### config.mk
export PLATFORM = sky130hd
export DESIGN_NAME = spi_reg_bank
export DESIGN_NICKNAME = d
export VERILOG_FILES = /design/src/rtl/spi_reg_bank.sv
export SDC_FILE = /design/constraint.sdc
export NUM_CORES = 1
export LEC_CHECK = 0
export CORE_MARGIN = 4
export CORE_UTILIZATION = 56
export DETAILED_ROUTE_END_ITERATION = 16
export GPL_ROUTABILITY_DRIVEN = 0
export GPL_TIMING_DRIVEN = 0
export PLACE_DENSITY = 0.87
export SYNTH_ARGS = -nofsm -noshare
export SYNTH_HDL_FRONTEND = slang
export SYNTH_SLANG_ARGS = --single-unit
export TNS_END_PERCENT = 50
### constraint.sdc
create_clock -name clk -period 2.55 [get_ports clk]
set_clock_uncertainty 0.05 [all_clocks]
set_input_delay 0.255 -clock clk [delete_from_list [all_inputs] [get_ports clk]]
set_output_delay 0.255 -clock clk [all_outputs]
set_load 0.02 [all_outputs]
### src/rtl/spi_reg_bank.sv
`timescale 1ns/1ps
// spi_reg_bank: register bank and command decoder that sits downstream of spi_slave.
// Each SPI transaction, framed by ss, is a command frame followed by data frames:
//   - The command frame carries the direction in bit WIDTH-1 (1 = write) and the start
//     address in bits [ADDRW-1:0].
//   - A write transaction stores each following frame and auto-increments the address.
//   - A read transaction returns reg[ptr] through tx_buffer/wr, one frame after each
//     received frame, and also auto-increments.
// A local core port gives direct access to the same registers. When both ports write
// the same address in the same cycle, the SPI write wins.
//
// Ports:
//   clk, rst            system clock, asynchronous active-low reset
//   ss                  SPI slave select (active low, asynchronous to clk)
//   rx_buffer, rx_dv    received frame and its one-cycle valid pulse
//   tx_buffer, wr       next frame to shift out and its one-cycle load pulse
//   busy                high while a transaction is open
//   core_addr/wdata/we  core write port
//   core_rdata          combinational reg[core_addr]
module spi_reg_bank #(
  parameter int WIDTH = 8,
  parameter int ADDRW = 4
) (
  input  logic             clk,
  input  logic             rst,
  input  logic             ss,
  input  logic [WIDTH-1:0] rx_buffer,
  input  logic             rx_dv,
  output logic [WIDTH-1:0] tx_buffer,
  output logic             wr,
  output logic             busy,
  input  logic [ADDRW-1:0] core_addr,
  input  logic [WIDTH-1:0] core_wdata,
  input  logic             core_we,
  output logic [WIDTH-1:0] core_rdata
);

  localparam int NREGS = 2 ** ADDRW;

  typedef enum logic [1:0] {
    S_IDLE,
    S_CMD,
    S_WRITE,
    S_READ
  } state_e;

  state_e           state_q, state_d;
  logic [ADDRW-1:0] ptr_q, ptr_d;
  logic [WIDTH-1:0] tx_buffer_q, tx_buffer_d;
  logic             wr_q, wr_d;
  logic             busy_q, busy_d;
  logic             ss_meta_q, ss_sync_q;
  logic [WIDTH-1:0] regs_q [NREGS];
  logic [WIDTH-1:0] regs_d [NREGS];
  logic             spi_we;

  // Two-flop synchronizer for ss. Both flops reset to the deselected level so that
  // leaving reset never looks like the start of a transaction.
  always_ff @(posedge clk or negedge rst) begin
    if (!rst) begin
      ss_meta_q <= 1'b1;
      ss_sync_q <= 1'b1;
    end else begin
      ss_meta_q <= ss;
      ss_sync_q <= ss_meta_q;
    end
  end

  // Command decoder. Read data is fetched using the post-increment pointer, so
  // tx_buffer and wr both become valid in the cycle right after rx_dv.
  always_comb begin
    // NOTE: every signal gets a default first, so no path can leave one unassigned
    // and infer a latch.
    state_d     = state_q;
    ptr_d       = ptr_q;
    tx_buffer_d = tx_buffer_q;
    wr_d        = 1'b0;
    spi_we      = 1'b0;
    if (ss_sync_q) begin
      // Deselect abandons any open transaction. rx_dv is ignored here.
      state_d = S_IDLE;
    end else begin
      unique case (state_q)
        S_IDLE: state_d = S_CMD;
        S_CMD: begin
          if (rx_dv) begin
            ptr_d = rx_buffer[ADDRW-1:0];
            if (rx_buffer[WIDTH-1]) begin
              state_d = S_WRITE;
            end else begin
              state_d     = S_READ;
              wr_d        = 1'b1;
              tx_buffer_d = regs_q[ptr_d];
            end
          end
        end
        S_WRITE: begin
          if (rx_dv) begin
            spi_we = 1'b1;
            ptr_d  = ADDRW'(ptr_q + 1'b1);
          end
        end
        S_READ: begin
          if (rx_dv) begin
            ptr_d       = ADDRW'(ptr_q + 1'b1);
            wr_d        = 1'b1;
            tx_buffer_d = regs_q[ptr_d];
          end
        end
        default: state_d = S_IDLE;
      endcase
    end
    busy_d = (state_d != S_IDLE);
  end

  // Register file next state: the SPI write has priority on an address collision.
  // Writes to different addresses in the same cycle both land.
  always_comb begin
    for (int i = 0; i < NREGS; i++) begin
      regs_d[i] = regs_q[i];
      if (spi_we && (ptr_q == ADDRW'(i))) begin
        regs_d[i] = rx_buffer;
      end else if (core_we && (core_addr == ADDRW'(i))) begin
        regs_d[i] = core_wdata;
      end
    end
  end

  // NOTE: sequential state uses non-blocking assignments only, so every flop samples
  // the pre-edge value of every other flop.
  always_ff @(posedge clk or negedge rst) begin
    if (!rst) begin
      state_q     <= S_IDLE;
      ptr_q       <= '0;
      tx_buffer_q <= '0;
      wr_q        <= 1'b0;
      busy_q      <= 1'b0;
    end else begin
      state_q     <= state_d;
      ptr_q       <= ptr_d;
      tx_buffer_q <= tx_buffer_d;
      wr_q        <= wr_d;
      busy_q      <= busy_d;
    end
  end

  // NOTE: the register file is reset explicitly, because registers must read 0
  // after reset. This rules out a RAM macro, which is acceptable for a small bank.
  always_ff @(posedge clk or negedge rst) begin
    if (!rst) begin
      for (int i = 0; i < NREGS; i++) regs_q[i] <= '0;
    end else begin
      for (int i = 0; i < NREGS; i++) regs_q[i] <= regs_d[i];
    end
  end

  assign tx_buffer  = tx_buffer_q;
  assign wr         = wr_q;
  assign busy       = busy_q;
  assign core_rdata = regs_q[core_addr];

endmodule

==> results.toml, run 1 <==
[timing]
tns_ns = 0
final_max_slew_viol_count = 0
finalHoldWorstSlack_ns = 0.167
finalSetupViolations = 0
slew-limit-headroom_pct = 50.9
post-route-min-period_ns = 2.54
finalCritPeriodShare_pct = 99.6
final_hold_viol_count = 0
f_max_mhz = 394
transition_time_of_the_tightest_slew_check_pin_ns = 0.737
setup_slack_ns = 0.0101

[final_layout]
fin_nets = 1016
layoutNonFillerInstCount = 1225
design_area_um2 = 11400
post-route-util_pct = 65.7
layout_overhead_on_the_synthesized_area_pct = 13.7
fillCellCount = 1309
diodes = 0
layout-drive-gt1-share_pct = 22.1

[pwr]
vdd_ir_drop_max_uv = 582
total_leakage_power_nw = 4.81
pwr_density_cell_nw_per_um2 = 910
finalPower_mw = 10.4

[logic_synthesis]
yosys_warnings = 0
synth.ff_latch_count = 146
synthMostInstantiatedCell = "sky130_fd_sc_hd__nor2_1"
postSynth.topFlopCell = "sky130_fd_sc_hd__dfrtp_1"
synth_cell_types = 47
mappedNetlistNets = 955
synth.top_cell.area_share_pct = 35.8
asyncSetResetFlopFracSynth_pct = 100
synthTopCellsByCount = "149 x sky130_fd_sc_hd__nor2_1, 146 x sky130_fd_sc_hd__mux2i_1, 144 x sky130_fd_sc_hd__dfrtp_1, 137 x sky130_fd_sc_hd__a21oi_1, 92 x sky130_fd_sc_hd__mux4_2"
syn_area_um2 = 10100
synth_area_leader_cell = "sky130_fd_sc_hd__dfrtp_1"
yosysSeqAreaShare_pct = 36.4
synth_enable_flop_cells = 0
netlist_top_cells_area = "sky130_fd_sc_hd__dfrtp_1 36%, sky130_fd_sc_hd__mux4_2 21%, sky130_fd_sc_hd__mux2i_1 15%"
avg_synthesized_cell_area_um2 = 10.9
postSynthCellCount = 926

[floorplan]
die_boundary_width_um = 142
coreArea_um2 = 17400
fp-row-count = 48
initial_core_util_pct = 57.7
fp.dieH_um = 142
boundaryPins = 43
die_area_um2 = 20200

[detailed_routing]
route.detailed.drc = 1
post_drt_wl_per_cell_um = 26.5
routed_wl_mm = 32.5
final_antenna_net_count = 0
vias_per_cell = 7.25
drtPass1Iterations = 12
dr_total_vias = 8885
drt_iter0_markers = 1381

[clocking]
numClockSinks = 146
cts_inserted_buffers = 17
register_clock_pin_slew_on_the_reported_worst_setup_and_hold_paths_ns = 0.06
cts_buffer_depth = 2
clock-root-buffer = "sky130_fd_sc_hd__clkbuf_16"
clkLatencyLatePin_ns = 0.44
clock_tree_from_tritoncts = "yes"
htreeDepth = 4

[outcome]
status = "finished with violations"
violations = "design-rule violations"

[placement]
placed_area_um2 = 10700
dp_worst_slack_ns = -0.845
dpl.hpwl_mm = 23.1
placed_cells = 1186
numPortBuffers = 34

[setup_path]
crit_path_max_fanout = 10
kind_of_launch_point_of_the_worst_setup_path = "register"
critical_path.endpoint_type = "register"
worst-setup-path-type = "reg2reg"
critical_path_arrival_ns = 2.81
critical_path_required_ns = 2.82

[min_path]
worst_hold_path_type = "in2reg"

[grt]
grt_max_degree = 77
initial_antenna_violation_count = 0
global_route_wire_length_before_repair_mm = 49.6
grt-ovfl-total = 0
grt_use_total_pct = 32.6
first_global_vias = 8860

[job]
cap_viol_max_count = 0
==> routing by layer <==
| layer | vias up | track usage, % | part of all wire (%) |
|---|---|---|---|
| li1 | 3562 | - | - |
| met2 | 833 | 49.1 | 45 |
| met1 | 4297 | 42.7 | 35 |
| met5 | - | 0 | 0 |
| met4 | 0 | 18.3 | 6.9 |
| met3 | 193 | 9.48 | 14 |
==> layout by cell type (no fill, tap or decap), types with 6 or more instances in the layout <==
cell type / n
sky130_fd_sc_hd__a21oi_1: 137
sky130_fd_sc_hd__and3_1: 6
sky130_fd_sc_hd__buf_2: 26
sky130_fd_sc_hd__buf_4: 16
sky130_fd_sc_hd__buf_6: 9
sky130_fd_sc_hd__clkbuf_1: 28
sky130_fd_sc_hd__clkbuf_16: 17
sky130_fd_sc_hd__clkbuf_2: 6
sky130_fd_sc_hd__clkdlybuf4s50_1: 25
sky130_fd_sc_hd__dfrtp_1: 144
sky130_fd_sc_hd__inv_1: 6
sky130_fd_sc_hd__mux2_2: 11
sky130_fd_sc_hd__mux2i_1: 146
sky130_fd_sc_hd__mux4_2: 92
sky130_fd_sc_hd__nand2_1: 34
sky130_fd_sc_hd__nand3_1: 11
sky130_fd_sc_hd__nand3_2: 9
sky130_fd_sc_hd__nand3b_1: 7
sky130_fd_sc_hd__nor2_1: 149
sky130_fd_sc_hd__nor2_2: 9
sky130_fd_sc_hd__nor2b_1: 10
sky130_fd_sc_hd__nor3_1: 6
sky130_fd_sc_hd__o22ai_1: 8
==> critical path, cell delays in order (launching register included) <==
cell                      delay [ns]
sky130_fd_sc_hd__dfrtp_1        0.40
sky130_fd_sc_hd__buf_6          0.15
sky130_fd_sc_hd__buf_12         0.16
sky130_fd_sc_hd__inv_1          0.09
sky130_fd_sc_hd__ha_1           0.33
sky130_fd_sc_hd__buf_8          0.17
sky130_fd_sc_hd__buf_8          0.17
sky130_fd_sc_hd__buf_8          0.17
sky130_fd_sc_hd__mux4_2         0.31
sky130_fd_sc_hd__nand2_1        0.08
sky130_fd_sc_hd__nand3_1        0.09
sky130_fd_sc_hd__a32o_1         0.24
==> state kept, by name, summed over array words and instances, names as in the netlist <==
register   flops
wr             1
ss_sync_q      1
state_q        2
ptr_q          4
busy           1
ss_meta_q      1
tx_buffer      8
regs_q       128
==> final timing paths <==
check | cells past startpoint | from | endpoint | slack (ns)
max | 11 | ptr_q[0] | tx_buffer[6] | 0.01
min | 3 | rx_buffer[6] | regs_q[126] | 0.17
max reg2reg | 11 | ptr_q[0] | tx_buffer[6] | 0.01
min reg2reg | 0 | ss_meta_q | ss_sync_q | 0.31
max in group asynchronous | 3 | rst | ss_sync_q | 1.21
min in group asynchronous | 2 | rst | regs_q[87] | 0.39
==> kinds of logic after synthesis <==
kind of cell | count (synthesis) | synth area share (%)
xor gates and xnor gates | 3 | 0.261
and+or+nand+nor | 258 | 11.8
DFF | 146 | 36.4
adders and majority gates | 4 | 0.498
muxes | 250 | 36.5
buffers and inverters | 92 | 4.88
AOI/OAI and AO/OA | 173 | 9.69
==> layout make-up <==
cell class                 count  area (um2)  share of cell area (%)
multi-input combinational    688        5910                    51.7
timing repair buffer          42         412                    3.60
clock inverter                13         161                    1.41
clock buffer                  19         443                    3.87
sequential                   146        3660                    32.0
inverter                       6        22.5                   0.197
tap                          225         282                    2.46
buffer                        86         551                    4.81
==> timing repair <==
| item | 4_1_cts | 5_1_grt |
|---|---|---|
| endpoints found under the setup margin | 33 | 13 |
| gates resized for setup | 27 | 17 |
| setup buffers | 0 | 6 |
| hold endpoints to repair | 75 | 0 |
| hold buffers | 1 | 0 |
==> report_power, final <==
group	total [mW]	internal, mW	switching, mW
clock network	2.59	1.56	1.03
logic	4.02	2.14	1.89
registers	3.79	3.01	0.782
total	10.4	6.70	3.70
Power figures use the tool's default switching activity.
==> run 2: changes to the inputs <==
Settings changed: ABC_CLOCK_PERIOD_IN_PS set to 2600, CORE_UTILIZATION 56 to 62, PLACE_DENSITY 0.87 to 0.91.
Clock period 2.55 ns to 2.6 ns, I/O delays scaled along.
==> run 2 against run 1 <==
  * The flow finishes with violations (negative setup slack)
  * Fmax shrank 6.6%
  * Combinational power about the same
  * Die area shrank 9.1%
  * Clock-buffer cell count rose by 6
  * Non-clock buffer count stayed put
  * Largest power group unchanged
==> results.toml, run 2 (same netlist as run 1, synthesis figures left out) <==
[outcome]
status = "finished with violations"
violations = "negative setup slack"

[floorplan]
die_area_um2 = 18300
fp.dieH_um = 135
coreArea_um2 = 15900
fp-row-count = 46
die_boundary_width_um = 135
initial_core_util_pct = 63.3
boundaryPins = 43

[detailed_routing]
routed_wl_mm = 34.3
vias_per_cell = 7.55
drtPass1Iterations = 9
dr_total_vias = 9174
route.detailed.drc = 0
drt_iter0_markers = 1689
final_antenna_net_count = 0
post_drt_wl_per_cell_um = 28.2

[setup_path]
worst-r2r-cell-count = 9
peak_per_stage_delay_on_the_critical_path_ns = 0.51
crit_path_max_fanout = 10
critical_path_required_ns = 2.88
path_cells = "buf_4 -> ha_1 -> buf_2 -> xor2_1 -> buf_2 -> nor2_1 -> nor2_1 -> o22ai_1 -> nor3_1"
regToRegSetupSlack_ns = -0.12
worst-setup-path-type = "reg2reg"
kind_of_launch_point_of_the_worst_setup_path = "register"
critical_path.reg2reg.startpoint = "ptr_q[0]"
master_of_the_slowest_instance_on_the_critical_path = "sky130_fd_sc_hd__xor2_1"
critical_path.endpoint_type = "register"
critical_path_arrival_ns = 3.00
regToRegEndpoint = "tx_buffer[0]"

[grt]
grt-ovfl-total = 0
grt_use_total_pct = 38.3
global_route_wire_length_before_repair_mm = 52.0
initial_antenna_violation_count = 0
first_global_vias = 9131
grt_max_degree = 85

[clocking]
cts_buffer_depth = 2
numClockSinks = 146
clkLatencyLatePin_ns = 0.44
htreeDepth = 4
clock-root-buffer = "sky130_fd_sc_hd__clkbuf_16"
clock_tree_from_tritoncts = "yes"
cts_inserted_buffers = 17
register_clock_pin_slew_on_the_reported_worst_setup_and_hold_paths_ns = 0.06

[timing]
f_max_mhz = 368
tns_ns = -0.120
final_hold_viol_count = 0
finalCritPeriodShare_pct = 105
transition_time_of_the_tightest_slew_check_pin_ns = 0.805
post-route-min-period_ns = 2.72
setup_slack_ns = -0.120
finalSetupViolations = 1
final_max_slew_viol_count = 0
finalHoldWorstSlack_ns = 0.169
slew-limit-headroom_pct = 46.3

[min_path]
worstHoldPathCells = 3
hold_path.startpoint = "rx_buffer[6]"
worst_hold_path_type = "in2reg"
worstHoldEndpoint = "regs_q[14]"

[final_layout]
layout_commonest_cell = "sky130_fd_sc_hd__nor2_1"
regMostFlops = "regs_q"
layout.cells.most_common_list = "149 x sky130_fd_sc_hd__nor2_1, 146 x sky130_fd_sc_hd__mux2i_1, 144 x sky130_fd_sc_hd__dfrtp_1, 137 x sky130_fd_sc_hd__a21oi_1, 92 x sky130_fd_sc_hd__mux4_2"
largest_register_ffs = 128
fin_nets = 1016
layout-drive-gt1-share_pct = 21.5
post-route-util_pct = 71.8
diodes = 0
layout_overhead_on_the_synthesized_area_pct = 13.4

[pwr]
finalPower_mw = 10.2
total_leakage_power_nw = 4.82
vdd_ir_drop_max_uv = 609
pwr_density_cell_nw_per_um2 = 896

[placement]
dpl.hpwl_mm = 23.4
numPortBuffers = 34

[job]
cap_viol_max_count = 0
## run 2: worst max-delay path: cells and delay by family, from the launching register on
family	cells	cell delay (ns)
buffers and inverters	3	0.78
AND/OR/NAND/NOR	3	0.58
XOR/XNOR	1	0.51
flip-flops	1	0.42
adder cells (fa/ha/maj)	1	0.17
AO/OA/AOI/OAI	1	0.10
## run 2: cell type report
type	count	area, um2
clock buffer	25	475
multi-input combinational	688	5920
buffer	86	551
sequential	146	3660
clock inverter	6	80.1
inverter	6	22.5
timing repair buffer	42	422
fill	1079	4490
tap	216	270
## run 2: what timing repair did
action,CTS,global route
hold buffers,1,0
buffers inserted,0,6
resized for setup,28,12
endpoints found under the setup margin,26,11
endpoints found under the hold margin,83,0
## run 2: power by group
group	internal (mW)	switching, mW	leakage [nW]
Sequential	2.95	0.807	1.77
Combinational	2.09	1.94	2.77
Clock	1.45	0.972	0.275
Total	6.49	3.72	4.82
## run 2: per-stage QoR
step	setup slack, ns	cells	instance area (um2)
2_1_floorplan	0.0533	926	10100
3_3_place_gp	-4.67	1176	10700
3_5_place_dp	-0.819	1177	10700
4_1_cts	-0.129	1209	11300
5_1_grt	-0.0115	1215	11400
6_report	-0.120	1215	11400
## run 2: how the worst max path moves through the flow
stage	start	end	slack [ns]	depth (start not counted)
floorplan	ptr_q[0]	tx_buffer[6]	0.05	10
global placement	rst	regs_q[16]	-4.67	1
detailed placement	ptr_q[0]	tx_buffer[4]	-0.82	10
CTS	regs_q[0]	core_rdata[0]	-0.13	3
global route	ptr_q[0]	tx_buffer[3]	-0.01	12
finish	ptr_q[0]	tx_buffer[0]	-0.12	9
## run 2: metal layers
| layer | wire length [um] | up-vias | GRT usage [%] |
|---|---|---|---|
| li1 | - | 3574 | - |
| met1 | 11100 | 4305 | 48.0 |
| met2 | 15300 | 992 | 57.2 |
| met3 | 5080 | 303 | 13.3 |
| met4 | 2790 | 0 | 24.5 |
| met5 | 0 | - | 0 |
==> run 3: changes to the inputs <==
Settings changed: CORE_UTILIZATION 62 to 45, PLACE_DENSITY 0.91 to 0.72.
==> run 3 against run 2 <==
  * The flow now finishes without violations
  * Flip-flop and latch count did not move
  * Via count down 7.8%
  * Critical endpoint is now core_rdata[5]
  * Largest power group unchanged
  * Non-clock buffer count fell by 6
  * Final cell count up 4.9%
  * Fmax increased by 5.8%
==> results.toml, run 3 (same netlist as run 1, synthesis figures left out) <==
[outcome]
status = "finished clean"

[floorplan]
coreArea_um2 = 21900
boundaryPins = 43
die_boundary_width_um = 157
initial_core_util_pct = 45.9
fp-row-count = 54
fp.dieH_um = 157
die_area_um2 = 24800

[setup_path]
critical_path_arrival_ns = 2.26
regToRegSetupSlack_ns = 0.06
critical_path_required_ns = 2.29
crit_path_max_fanout = 4
worst-setup-path-type = "reg2out"
kind_of_launch_point_of_the_worst_setup_path = "register"
critical_path.endpoint_type = "output port"

[detailed_routing]
detailroute.wirelength.met3_mm = 3.72
drt-met1-wl_mm = 12.7
drtPass1Iterations = 5
dr_total_vias = 8461
detail_route_met2_wl_mm = 14.6
drt_iter0_markers = 1137
post_drt_wl_per_cell_um = 25.6
vias_per_cell = 6.64
highest_routed_metal_layer = "met4"
final_antenna_net_count = 0
routed_wl_mm = 32.6
route.detailed.drc = 0

[placement]
dpl.hpwl_mm = 23.8
dp_worst_slack_ns = -0.898
numPortBuffers = 34

[final_layout]
fin_nets = 1010
layout-drive-gt1-share_pct = 21.4
largest_register_ffs = 128
fillCellCount = 1940
diodes = 0
layout.cells.most_common_list = "149 x sky130_fd_sc_hd__nor2_1, 146 x sky130_fd_sc_hd__mux2i_1, 144 x sky130_fd_sc_hd__dfrtp_1, 137 x sky130_fd_sc_hd__a21oi_1, 92 x sky130_fd_sc_hd__mux4_2"
regMostFlops = "regs_q"
layout_overhead_on_the_synthesized_area_pct = 14.2
layout_commonest_cell = "sky130_fd_sc_hd__nor2_1"
post-route-util_pct = 52.5

[clocking]
clock_tree_from_tritoncts = "yes"
cts_inserted_buffers = 17
clock-root-buffer = "sky130_fd_sc_hd__clkbuf_16"
numClockSinks = 146
cts_buffer_depth = 2
clkLatencyLatePin_ns = 0.43
htreeDepth = 4
register_clock_pin_slew_on_the_reported_worst_setup_and_hold_paths_ns = 0.07

[timing]
final_max_slew_viol_count = 0
finalSetupViolations = 0
rsz0062_at_grt = "yes"
final_hold_viol_count = 0
post-route-min-period_ns = 2.57
transition_time_of_the_tightest_slew_check_pin_ns = 0.772
f_max_mhz = 389
finalCritPeriodShare_pct = 98.9
setup_slack_ns = 0.0278
slew-limit-headroom_pct = 48.1

[grt]
first_global_vias = 8226
global_route_wire_length_before_repair_mm = 49.2
grt-ovfl-total = 0
grt_use_total_pct = 26.7
grt_max_degree = 96
initial_antenna_violation_count = 0

[pwr]
total_leakage_power_nw = 4.80
pwr_density_cell_nw_per_um2 = 881
vdd_ir_drop_max_uv = 438

[job]
cap_viol_max_count = 0

[min_path]
worst_hold_path_type = "in2reg"
==> run 3: changes by cell type in the layout (fill, tap and decap cells not counted), sizes merged <==
cell | previous run | this run
dlymetal6s2s | 1 | 0
bufinv | 2 | 3
clkbuf | 57 | 52
clkdlybuf4s15 | 3 | 0
clkinvlp | 0 | 2
clkinv | 4 | 7
buf | 62 | 56
dlygate4sd2 | 4 | 8
==> run 3: area by class of cell <==
type	count	area [um2]	area share [%]
clock buffer	20	457	3.98
tap	280	350	3.05
sequential	146	3660	31.8
multi-input combinational	688	5920	51.5
inverter	6	22.5	0.196
buffer	85	546	4.75
clock inverter	12	159	1.38
timing repair buffer	37	377	3.28
==> run 3: final timing paths <==
kind / startpoint / end / depth (start not counted)
worst max-delay path: regs_q[5] / core_rdata[5] / 3
worst min-delay path: ss / ss_meta_q / 1
worst max register to register: ptr_q[0] / tx_buffer[7] / 9
worst min register to register: ss_meta_q / ss_sync_q / 0
max in group asynchronous: rst / regs_q[32] / 3
min in group asynchronous: rst / regs_q[95] / 2
==> run 3: where the power goes <==
| group | leakage [nW] | internal, mW | switching (mW) | total [mW] |
|---|---|---|---|---|
| clock | 0.296 | 1.56 | 1.05 | 2.61 |
| sequential | 1.77 | 2.95 | 0.738 | 3.69 |
| combinational | 2.74 | 2.05 | 1.77 | 3.82 |
==> run 3: worst max-delay path, stage by stage, from the launching register on <==
cell and delay [ns]:
sky130_fd_sc_hd__dfrtp_1 0.40, sky130_fd_sc_hd__mux4_2 0.53, sky130_fd_sc_hd__mux4_2 0.54, sky130_fd_sc_hd__dlygate4sd2_1 0.35
==> run 3: per-layer routing <==
layer,global-route usage [%],up-vias
met5,0,-
met4,11.3,0
met3,6.63,126
met2,40.1,571
met1,37.1,4203
li1,-,3561
==> run 3: timing repair <==
item	in CTS	in global routing
hold buffers	1	0
resized for setup	28	5
pin swaps	0	0
setup endpoints to repair	33	9
hold endpoints to repair	49	0
setup buffers	0	1
==> run 3: through the flow <==
step	total power, mW	std cells	setup TNS [ns]	instance area [um2]	hold WS (ns)
final	10.1	1274	0	11500	0.174
after global routing	10.5	1274	-0.00620	11500	0.172
after CTS	10.0	1273	0	11500	0.171
after detailed placement	7.39	1241	-8.11	10800	0.203
after global placement	7.26	1240	-724.50	10700	0.296
after floorplan	6.19	926	0	10100	-0.0856
